**src/rtl/stopwatch_pkg.sv**
```systemverilog
// Shared stopwatch definitions: FSM state encodings and counter limits, also used by the display stage.
// Optional button debounce is enabled by defining STOPWATCH_DEBOUNCE_EN.
package stopwatch_pkg;

    typedef enum logic [1:0] {
        ST_IDLE  = 2'd0,
        ST_RUN   = 2'd1,
        ST_PAUSE = 2'd2
    } state_t;

    localparam logic [7:0] MIL_MAX = 8'd99;
    localparam logic [7:0] SEC_MAX = 8'd59;

`ifdef STOPWATCH_DEBOUNCE_EN
    localparam bit DEBOUNCE_ON = 1'b1;
`else
    localparam bit DEBOUNCE_ON = 1'b0;
`endif

    // Zero means "no filter"; when enabled, at least one cycle of stability is required.
    function automatic int deb_cycles(input int clk_hz, input int debounce_ms);
        int cyc;
        cyc = debounce_ms * clk_hz / 1000;
        if (!DEBOUNCE_ON)
            return 0;
        return (cyc < 1) ? 1 : cyc;
    endfunction

endpackage

```
**src/rtl/stopwatch_counter_btn_edge_det.sv**
```systemverilog
// Button front end: 2-flop synchronizer, optional stability filter, registered rising-edge press pulse.
// The filter is generated when DEB_CYC > 0, which happens only with STOPWATCH_DEBOUNCE_EN defined.
module btn_edge_det #(
    parameter int DEB_CYC = 0
) (
    input  logic mclk,
    input  logic reset,
    input  logic btn,
    output logic press
);

    logic       sync0;
    logic       sync1;
    logic       level;
    logic       prev;
    logic       armed;
    logic [1:0] fill;

    always_ff @(posedge mclk) begin
        if (reset) begin
            sync0 <= 1'b0;
            sync1 <= 1'b0;
        end else begin
            sync0 <= btn;
            sync1 <= sync0;
        end
    end

    generate
        if (DEB_CYC > 0) begin : g_debounce
            localparam int CNT_W = $clog2(DEB_CYC + 1);
            logic [CNT_W-1:0] deb_cnt;
            logic             filt;

            // Accept a new level only after it has differed from the filtered one for DEB_CYC cycles.
            always_ff @(posedge mclk) begin
                if (reset) begin
                    filt    <= 1'b0;
                    deb_cnt <= '0;
                end else if (sync1 == filt) begin
                    deb_cnt <= '0;
                end else if (deb_cnt == CNT_W'(DEB_CYC - 1)) begin
                    filt    <= sync1;
                    deb_cnt <= '0;
                end else begin
                    deb_cnt <= deb_cnt + 1'b1;
                end
            end

            assign level = filt;
        end else begin : g_direct
            assign level = sync1;
        end
    endgenerate

    // A button held through reset must be seen released before it can press, so presses arm only
    // once the synchronizer has refilled after reset and the line reads low.
    always_ff @(posedge mclk) begin
        if (reset) begin
            prev  <= 1'b0;
            armed <= 1'b0;
            fill  <= 2'b00;
            press <= 1'b0;
        end else begin
            prev  <= level;
            fill  <= {fill[0], 1'b1};
            armed <= armed | (fill[1] & ~sync1 & ~level);
            press <= level & ~prev & armed;
        end
    end

endmodule

```
**src/rtl/stopwatch_counter.sv**
```systemverilog
// Stopwatch time base: start/stop/clear FSM, 10 ms prescaler and min:sec.centisecond counters.
// Define STOPWATCH_DEBOUNCE_EN to filter the buttons for DEBOUNCE_MS before edge detection.
module stopwatch_counter
    import stopwatch_pkg::*;
#(
    parameter int CLK_HZ      = 50_000_000,
    parameter int TICK_HZ     = 100,
    parameter int MIN_MAX     = 59,
    parameter int DEBOUNCE_MS = 10
) (
    input  logic       mclk,
    input  logic       reset,
    input  logic       b1,
    input  logic       b3,
    output logic       run,
    output logic [7:0] min,
    output logic [7:0] sec,
    output logic [7:0] mil,
    output logic       overflow
);

    localparam int CLK_DIV = CLK_HZ / TICK_HZ;
    localparam int PRESC_W = $clog2(CLK_DIV);
    localparam int DEB_CYC = deb_cycles(CLK_HZ, DEBOUNCE_MS);

    state_t               state;
    state_t               state_next;
    logic                 b1_press;
    logic                 b3_press;
    logic                 clear;
    logic                 tick;
    logic [PRESC_W-1:0]   presc;

    btn_edge_det #(.DEB_CYC(DEB_CYC)) u_b1 (
        .mclk  (mclk),
        .reset (reset),
        .btn   (b1),
        .press (b1_press)
    );

    btn_edge_det #(.DEB_CYC(DEB_CYC)) u_b3 (
        .mclk  (mclk),
        .reset (reset),
        .btn   (b3),
        .press (b3_press)
    );

    always_ff @(posedge mclk) begin
        if (reset) begin
            state <= ST_IDLE;
            run   <= 1'b0;
        end else begin
            state <= state_next;
            run   <= (state_next == ST_RUN);
        end
    end

    // Clear only acts from PAUSE and beats a simultaneous start/stop there.
    always_comb begin
        state_next = state;
        case (state)
            ST_IDLE:  if (b1_press) state_next = ST_RUN;
            ST_RUN:   if (b1_press) state_next = ST_PAUSE;
            ST_PAUSE: begin
                if (b3_press)
                    state_next = ST_IDLE;
                else if (b1_press)
                    state_next = ST_RUN;
            end
            default:  state_next = ST_IDLE;
        endcase
    end

    assign clear = (state == ST_PAUSE) && b3_press;
    assign tick  = (state == ST_RUN) && (presc == PRESC_W'(CLK_DIV - 1));

    // Prescaler holds in PAUSE so a resume keeps the partial tick.
    always_ff @(posedge mclk) begin
        if (reset) begin
            presc    <= '0;
            mil      <= 8'd0;
            sec      <= 8'd0;
            min      <= 8'd0;
            overflow <= 1'b0;
        end else begin
            overflow <= 1'b0;
            if (clear) begin
                presc <= '0;
                mil   <= 8'd0;
                sec   <= 8'd0;
                min   <= 8'd0;
            end else if (state == ST_RUN) begin
                if (tick) begin
                    presc <= '0;
                    if (mil == MIL_MAX) begin
                        mil <= 8'd0;
                        if (sec == SEC_MAX) begin
                            sec <= 8'd0;
                            if (min == 8'(MIN_MAX)) begin
                                min      <= 8'd0;
                                overflow <= 1'b1;
                            end else begin
                                min <= min + 8'd1;
                            end
                        end else begin
                            sec <= sec + 8'd1;
                        end
                    end else begin
                        mil <= mil + 8'd1;
                    end
                end else begin
                    presc <= presc + 1'b1;
                end
            end
        end
    end

endmodule

```
**config.mk**
```make
export PLATFORM = sky130hd
export DESIGN_NAME = stopwatch_counter
export DESIGN_NICKNAME = d
export VERILOG_FILES = /design/src/rtl/stopwatch_pkg.sv /design/src/rtl/stopwatch_counter_btn_edge_det.sv /design/src/rtl/stopwatch_counter.sv
export SDC_FILE = /design/constraint.sdc
export NUM_CORES = 1
export LEC_CHECK = 0
export CAP_MARGIN = 20
export CORE_UTILIZATION = 45
export DETAILED_ROUTE_END_ITERATION = 8
export PLACE_DENSITY = 0.69
export SLEW_MARGIN = 15
export SYNTH_ARGS = -nofsm -noshare
export SYNTH_HDL_FRONTEND = slang
export SYNTH_SLANG_ARGS = --single-unit
```
**constraint.sdc**
```tcl
create_clock -name mclk -period 1.9 [get_ports mclk]
set_input_delay 0.285 -clock mclk [delete_from_list [all_inputs] [get_ports mclk]]
set_output_delay 0.285 -clock mclk [all_outputs]
set_load 0.01 [all_outputs]
```
Word level (Yosys, flattened, before mapping) --
Index checks and enable logic that the tools add are counted.
Storage, ports and cells: bits in read-only memories 0, output and inout port bits 26, input port bits 4, latch bits 0, flip-flop bits (word level) 61, RAM bits 0, memories 0
Operators by class: bitwise operators 18, equal/unequal tests 7, muxes and demuxes 11, div/mod/pow operators 0, $mul 0, shifts and indexed selects 0, add/sub/neg operators 4, reductions and logical operators 8, order comparisons 0
Operator list (count):
- $add 8x1->8 const B | 3
- $mux 8 | 3
- $add 19x1->19 const B | 1
- $eq 19x19->1 const B | 1
- $mux 19 | 1
- $eq 8x6->1 const B | 2
- $and 1x1->1 | 8
- $eq 8x7->1 const B | 1
- $not 1->1 | 8
- $mux 2 | 3
- $pmux 2 s3 | 1
- $reduce_or 6->1 | 1
- $eq 2x1->1 const B | 2
- $reduce_and 4->1 | 1
- $mux 1 | 3
- $reduce_and 3->1 | 1
- $eq 2x2->1 const B | 1
- $logic_and 1x1->1 | 2
- $logic_not 2->1 | 1
- $or 1x1->1 | 2
- $reduce_and 2->1 | 1
- $reduce_or 2->1 | 1

Depth between registers and ports, before layout --
Gate-level depths: netlist of the first run.
depth in word-level cells 4, gate-level depth with buffers 7

Hierarchy --
Synthesis of the first run repeated with hierarchy kept, for this count alone.
Unflattened totals: cell total of the unflattened synthesis 320, area, all modules 2939.1 um^2
Modules (own cells, without submodules):
- stopwatch_counter | area an instance 2536.2 um^2, times used 1, cells an instance 290, seq. area each 940.9 um^2
- btn_edge_det | area an instance 201.4 um^2, times used 2, cells an instance 15, seq. area each 140.1 um^2

Least setup slack after synthesis of the first run --
No wires, ideal clock.
kind register to register, start register presc[10], end register min[2], arrival time 2013 ps, stages on the path, launching flop included 5, path slack -199 ps, path buffers 0, cells stage by stage dfxtp_1 -> or4b_4 -> or3_4 -> or4_1 -> a211oi_1
On the way: cells in the longest elaborated chain, start to end 3
RTL lines:
- start: declaration | RTL line stopwatch_counter.sv:32 | logic [PRESC_W-1:0] presc;
- start signal: assignment | RTL line stopwatch_counter.sv:112 | presc <= presc + 1'b1;
- $eq 19x19->1 | RTL line stopwatch_counter.sv:75 | assign tick = (state == ST_RUN) && (presc == PRESC_W'(CLK_DIV - 1));
- $logic_and 1x1->1 | RTL line stopwatch_counter.sv:75
- $reduce_and 4->1 (no line)
- end signal: assignment | RTL line stopwatch_counter.sv:103 | min <= min + 8'd1;
- end: declaration | RTL line stopwatch_counter.sv:16 | output logic [7:0] min,
No other way between the ends. A chain may end at the register's enable or synchronous reset.

Worst setup path in the final report of the first run --
start register presc[11], end register min[2]
Same word-level chain as after synthesis.

==> results of run 1 <==
==> cell type report <==
| class | instances | area share (%) |
|---|---|---|
| clock inverters | 7 | 2.78 |
| repair buffers | 74 | 17.4 |
| well taps | 72 | 2.44 |
| multi-input cells | 233 | 41.3 |
| inverters | 7 | 0.711 |
| clock buffers | 9 | 3.35 |
| flip-flops and latches | 59 | 32.0 |
==> cells by family (layout without fill, tap and decap cells) <==
group / after synthesis / count (layout) / synth area share, %
AO/OA/AOI/OAI: 68 / 68 / 15.6
buffers and inverters: 21 / 97 / 2.89
AND/OR/NAND/NOR: 146 / 146 / 31.3
flip-flops: 59 / 59 / 43.3
XOR/XNOR: 9 / 9 / 2.89
multiplexers: 6 / 6 / 2.20
adder cells (fa/ha/maj): 4 / 4 / 1.83
==> worst max path at each step <==
stage | from | slack, ns | cells past startpoint | end
2_1_floorplan | presc[5] | -0.11 | 4 | min[0]
3_3_place_gp | presc[5] | -0.13 | 4 | min[0]
3_5_place_dp | presc[5] | -0.20 | 4 | min[0]
4_1_cts | presc[5] | -0.17 | 5 | mil[2]
5_1_grt | presc[5] | -0.23 | 5 | mil[5]
6_report | presc[11] | -0.18 | 4 | min[2]
==> registers in the layout (all words and copies together) (netlist names), 2 cells and up <==
register / flops
min: 8
u_b3.fill: 2
state: 2
sec: 8
mil: 8
presc: 19
==> where the power goes <==
group          total [mW]  internal (mW)  leakage [nW]  switching (mW)
Sequential           1.25           1.25         0.478         0.00450
Combinational      0.0586         0.0248         0.818          0.0337
Clock                1.28          0.746         0.110           0.537
Total                2.59           2.02          1.41           0.575
==> cell usage in the layout, fill, tap and decap left out, types with 8 or more instances in the layout <==
master	netlist	routed
nor2_1	20	19
nand3_1	14	14
nand2_1	25	25
or3_1	12	12
clkdlybuf4s50_1	0	29
a21oi_1	25	25
dfxtp_1	59	57
nand4_1	15	15
clkbuf_8	0	9
buf_4	0	43
or4_1	10	9
o31ai_1	9	8
==> metal layers <==
layer,vias up,GRT usage (%),part of all wire [%]
li1,1324,-,-
met1,1231,28.3,46
met2,73,37.4,48
met3,6,7.54,5.5
met4,0,7.68,0.84
met5,-,0,0
==> repair_timing <==
item / in CTS / in global routing
pin swaps: 1 / 0
setup endpoints to repair: 35 / 39
gates resized for setup: 3 / 3
==> per-stage QoR <==
step / cell area (sq um) / worst slack [ns] / TNS, ns / cells / hold WS, ns
6_report: 3700 / -0.176 / -3.53 / 461 / 0.392
4_1_cts: 3690 / -0.167 / -3.35 / 461 / 0.395
5_1_grt: 3700 / -0.226 / -5.18 / 461 / 0.426
3_3_place_gp: 3450 / -0.132 / -2.53 / 445 / 0.383
3_5_place_dp: 3450 / -0.197 / -3.31 / 445 / 0.384
2_1_floorplan: 2800 / -0.113 / -1.89 / 313 / 0.376
==> critical path, stage by stage (launching register included) <==
cell	delay, ns
dfxtp_1	0.34
or4b_4	0.53
or3_4	0.44
or4_4	0.51
a211oi_2	0.19
==> results.json, run 1 <==
{
  "timing.fmax_mhz": 482,
  "worstHoldPathType": "flop to flop",
  "syn_to_final_growth_pct": 35.5,
  "fin_worst_skew_ns": 0.00962,
  "netlist_instances": 313,
  "max_cap_viols": 0,
  "clock_tree.root_cell": "clkbuf_8",
  "route.final.wire_length_um": 6690,
  "antenna_found_initial": 0,
  "routedWlPerCell_um": 14.5,
  "critPathArrivalTime_ns": 2.34,
  "run_status": "finished with violations",
  "floorplan.initialDensity_pct": 48.1,
  "clk_path_buf_depth": 2,
  "ys.warnings.count": 0,
  "die-width_um": 79.9,
  "final.fill_count": 494,
  "drt-pass1-iter-count": 5,
  "cts_max_level": 3,
  "buffer_ports.inserted": 29,
  "grt_max_degree": 27,
  "synth.avg_cell_area_sq_um": 8.71,
  "hold_buffers": 0,
  "die_height_um": 79.9,
  "io_pins": 30,
  "worstSetupEndpointType": "flop",
  "drt_drc": 0,
  "r2r-end": "min[2]",
  "cts_tree": "yes",
  "holdPathEnd": "u_b1.press",
  "multiInputGateArea_sq_mm": 0.00153,
  "num_antenna_cells": 0,
  "viasPerCell": 5.71,
  "critical_path.max_fanout": 4,
  "hold_violations": 0,
  "fin_crit_ns": 2.08,
  "post_synth_most_frequent_cells": "dfxtp_1 (59), a21oi_1 (25), nand2_1 (25), nor2_1 (20), nand4_1 (15)",
  "critPathRequiredTime_ns": 2.16,
  "vias": 2634,
  "ir_drop_uv": 569,
  "slew_headroom_pct": 75.1,
  "flops_latches_synth": 59,
  "final.setup.worst_slack_ns": -0.176,
  "violations_in_the_final_reports": "negative setup slack",
  "postSynth.asyncResetShare_pct": 0,
  "place.gp.congestion": 0.849,
  "totalPowerFinal_mw": 2.59,
  "syn_nets": 321,
  "top_count_cell_post_synth": "dfxtp_1",
  "rsz0062_at_grt": "yes",
  "seqCellArea_sq_mm": 0.00118,
  "grt_usage_pct": 22.9,
  "die_area_sq_mm": 0.00638,
  "register_area_share_after_synthesis_pct": 43.3,
  "synth.top_cells.by_area": "dfxtp_1 (43%), a21oi_1 (4.6%), nand2_1 (3.4%)",
  "floorplan.core_area_sq_mm": 0.00568,
  "cell_type_with_the_largest_total_area_after_synthesis": "dfxtp_1",
  "grt_first_pass_wirelength_um": 11400,
  "numCtsBuffers": 9,
  "antenna_left": 0,
  "crit-reg2reg-launch": "presc[11]",
  "post-route-util_pct": 65.1,
  "ys.flop_type": "dfxtp_1",
  "number_of_global_route_vias_before_repair": 2523,
  "timing.final.max_slew_violations": 0,
  "ff2ff_path_depth": 4,
  "tightest_slew_ns": 0.371,
  "num_rows": 27,
  "part_of_the_cycle_the_worst_path_needs_pct": 109,
  "final-setup-viol-count": 35,
  "globalRouteOverflowTotal": 0,
  "launching_element_type_of_the_critical_path": "flop",
  "holdPathStages": 1,
  "cts_setup_buffers": 0,
  "clock_sinks": 59,
  "syn-cell-area_sq_mm": 0.00273,
  "drt_first_iter_violations": 97,
  "rrSetupSlack_ns": -0.18,
  "synthDominantCellAreaShare_pct": 43.3,
  "nNetsFinal": 392,
  "hp-start": "u_b1.prev",
  "clock_latency_ns": 0.34,
  "drive_gt1_share_pct": 19.5,
  "synth_enable_flop_cells": 0,
  "powerDensity_mw_per_mm2": 702,
  "dp_hpwl_um": 4680,
  "critical_path_class": "flop to flop",
  "clkSlewWorstSetupHoldPaths_ns": 0.07,
  "ys_types": 44,
  "power.static_leakage_nw": 1.41
}
(Power assumes the default switching activity.)
==> inputs of run 2 (changes only) <==
--- a/config.mk
+++ b/config.mk
@@ -8,6 +8,7 @@
 export CAP_MARGIN = 20
 export CORE_UTILIZATION = 45
 export DETAILED_ROUTE_END_ITERATION = 8
+export GPL_ROUTABILITY_DRIVEN = 0
 export PLACE_DENSITY = 0.69
 export SLEW_MARGIN = 15
 export SYNTH_ARGS = -nofsm -noshare
==> results of run 2 <==
No change in the layout: final DEF, timing and power equal those of run 1.
==> inputs of run 3 (changes only) <==
--- a/config.mk
+++ b/config.mk
@@ -6,10 +6,10 @@
 export NUM_CORES = 1
 export LEC_CHECK = 0
 export CAP_MARGIN = 20
-export CORE_UTILIZATION = 45
+export CORE_ASPECT_RATIO = 1.1
+export CORE_UTILIZATION = 35
 export DETAILED_ROUTE_END_ITERATION = 8
 export GPL_ROUTABILITY_DRIVEN = 0
-export PLACE_DENSITY = 0.69
 export SLEW_MARGIN = 15
 export SYNTH_ARGS = -nofsm -noshare
 export SYNTH_HDL_FRONTEND = slang
==> run 3 against run 2 <==
  * The run still ends with negative setup slack left
  * Worst hold slack improved by 0.0029 ns
  * Non-clock buffer count rose by 7
  * Power fell by 3.0%
  * Flip-flop and latch count did not move
==> results.json, run 3 (same netlist as run 1, synthesis figures left out) <==
{
  "internal_power_mw": 1.91,
  "crit-reg2reg-launch": "presc[5]",
  "holdPathEnd": "u_b3.press",
  "worstSetupEndpointType": "flop",
  "launching_element_type_of_the_critical_path": "flop",
  "nNetsFinal": 399,
  "clock_latency_ns": 0.34,
  "routedWlPerCell_um": 13.6,
  "floorplan.core_area_sq_mm": 0.00751,
  "dp_hpwl_um": 4810,
  "clock_sinks": 59,
  "vias": 2662,
  "cts_tree": "yes",
  "power.static_leakage_nw": 1.45,
  "globalRoute.busiestLayer": "met2",
  "drt-pass1-iter-count": 4,
  "critPathArrivalTime_ns": 2.35,
  "final.setup.worst_slack_ns": -0.193,
  "grt_max_degree": 19,
  "hp-start": "u_b3.prev",
  "fin_crit_ns": 2.09,
  "cts_max_level": 3,
  "grt_usage_pct": 18.2,
  "critical_path_class": "flop to flop",
  "die_height_um": 94.6,
  "floorplan.initialDensity_pct": 36.3,
  "hold_violations": 0,
  "comb_power_share_pct": 2.6,
  "max_flop_register": "presc",
  "final-setup-viol-count": 32,
  "rsz0062_at_grt": "yes",
  "fin_hold_ws_ns": 0.394,
  "p_clk_share_pct": 47.7,
  "power_switching_share_pct": 24.3,
  "hold_buffers": 0,
  "timing.final.max_slew_violations": 0,
  "antenna_left": 0,
  "clk_path_buf_depth": 2,
  "route.final.wire_length_um": 6800,
  "run_status": "finished with violations",
  "totalPowerFinal_mw": 2.52,
  "ir_drop_uv": 390,
  "r2r-end": "min[0]",
  "worstHoldPathType": "flop to flop",
  "num_rows": 33,
  "grt_first_pass_wirelength_um": 11700,
  "syn_to_final_growth_pct": 39.3,
  "buffer_ports.inserted": 29,
  "ff2ff_path_depth": 4,
  "critPathRequiredTime_ns": 2.15,
  "powerDensity_mw_per_mm2": 662,
  "slew_headroom_pct": 69.1,
  "violations_in_the_final_reports": "negative setup slack",
  "tightest_slew_ns": 0.463,
  "gr-usage-met3_pct": 4.20,
  "drive_gt1_share_pct": 22.0,
  "rrSetupSlack_ns": -0.19,
  "die-width_um": 86.2,
  "antenna_found_initial": 0,
  "use_met2_pct": 29.6,
  "drt_drc": 0,
  "mostFrequentLayoutCells": "dfxtp_1 (58), buf_4 (50), clkdlybuf4s50_1 (29)",
  "die_area_sq_mm": 0.00815,
  "holdPathStages": 1,
  "part_of_the_cycle_the_worst_path_needs_pct": 110,
  "globalRouteOverflowTotal": 0,
  "power.sequential.fraction_pct": 49.7,
  "num_antenna_cells": 0,
  "drt_first_iter_violations": 133,
  "clkSlewWorstSetupHoldPaths_ns": 0.08,
  "power.switching_uw": 611,
  "critical_path.max_fanout": 6,
  "timing.fmax_mhz": 478,
  "io_pins": 30,
  "grtUsageMet1_pct": 23.1,
  "layout.cells.most_common": "dfxtp_1",
  "max_cap_viols": 0,
  "number_of_global_route_vias_before_repair": 2552,
  "viasPerCell": 5.31,
  "numCtsBuffers": 9,
  "largest_reg_flops": 19,
  "clock_tree.root_cell": "clkbuf_8",
  "fin_worst_skew_ns": 0.00846
}
==> run 3: cell count changes in the layout (fill, tap and decap cells not counted), sizes merged <==
cell      previous run  this run
clkinv               4         2
clkinvlp             1         0
buf                 45        52
inv                  7        11
bufinv               2         1
==> run 3: worst max-delay path, cell delays in order, from the launching register on <==
cell and delay (ns):
dfxtp_2 0.32, or4b_4 0.54, or3_4 0.44, or4_4 0.51, o31ai_2 0.20
==> run 3: how the worst max path moves through the flow <==
stage	startpoint	endpoint	slack, ns
3_5_place_dp	presc[5]	min[0]	-0.18
2_1_floorplan	presc[5]	min[0]	-0.11
4_1_cts	presc[10]	min[0]	-0.19
5_1_grt	presc[5]	mil[5]	-0.24
6_report	presc[5]	min[0]	-0.19
3_3_place_gp	presc[5]	min[0]	-0.13
==> run 3: metrics by stage <==
stage          instance area (sq um)  setup TNS, ns  std cells  setup WS (ns)  utilization [%]
3_3_place_gp                    3520          -2.92        483         -0.132             46.8
3_5_place_dp                    3520          -3.54        483         -0.181             46.8
5_1_grt                         3800          -6.15        501         -0.240             50.6
4_1_cts                         3780          -3.48        500         -0.191             50.3
2_1_floorplan                   2800          -1.89        313         -0.113                -
6_report                        3800          -4.05        501         -0.193             50.6
==> run 3: repair_timing <==
| action | 4_1_cts | 5_1_grt |
|---|---|---|
| resized for setup | 11 | 4 |
| buffers inserted | 0 | 1 |
| gates cloned | 1 | 0 |
| setup endpoints to repair | 36 | 38 |
| pin swaps | 1 | 5 |
==> run 3: layer usage <==
metal	wire, um	up-vias
li1	-	1337
met4	99	0
met3	260	9
met5	0	-
met1	3170	1265
met2	3270	51
==> run 3: power groups by stage <==
stage,Sequential [mW],Clock [mW],Combinational (mW)
floorplan,1.28,0,0.0336
global placement,1.28,0,0.0594
detailed placement,1.28,0,0.0605
CTS,1.25,1.24,0.0663
global route,1.25,1.29,0.0732
finish,1.25,1.20,0.0664
==> run 3: cell type report <==
type / count / area (sq um)
inverters: 7 / 26.3
flip-flops and latches: 59 / 1180
clock buffers: 9 / 124
repair buffers: 81 / 688
clock inverters: 7 / 82.6
fillers: 734 / 3710
well taps: 105 / 131
multi-input cells: 233 / 1570
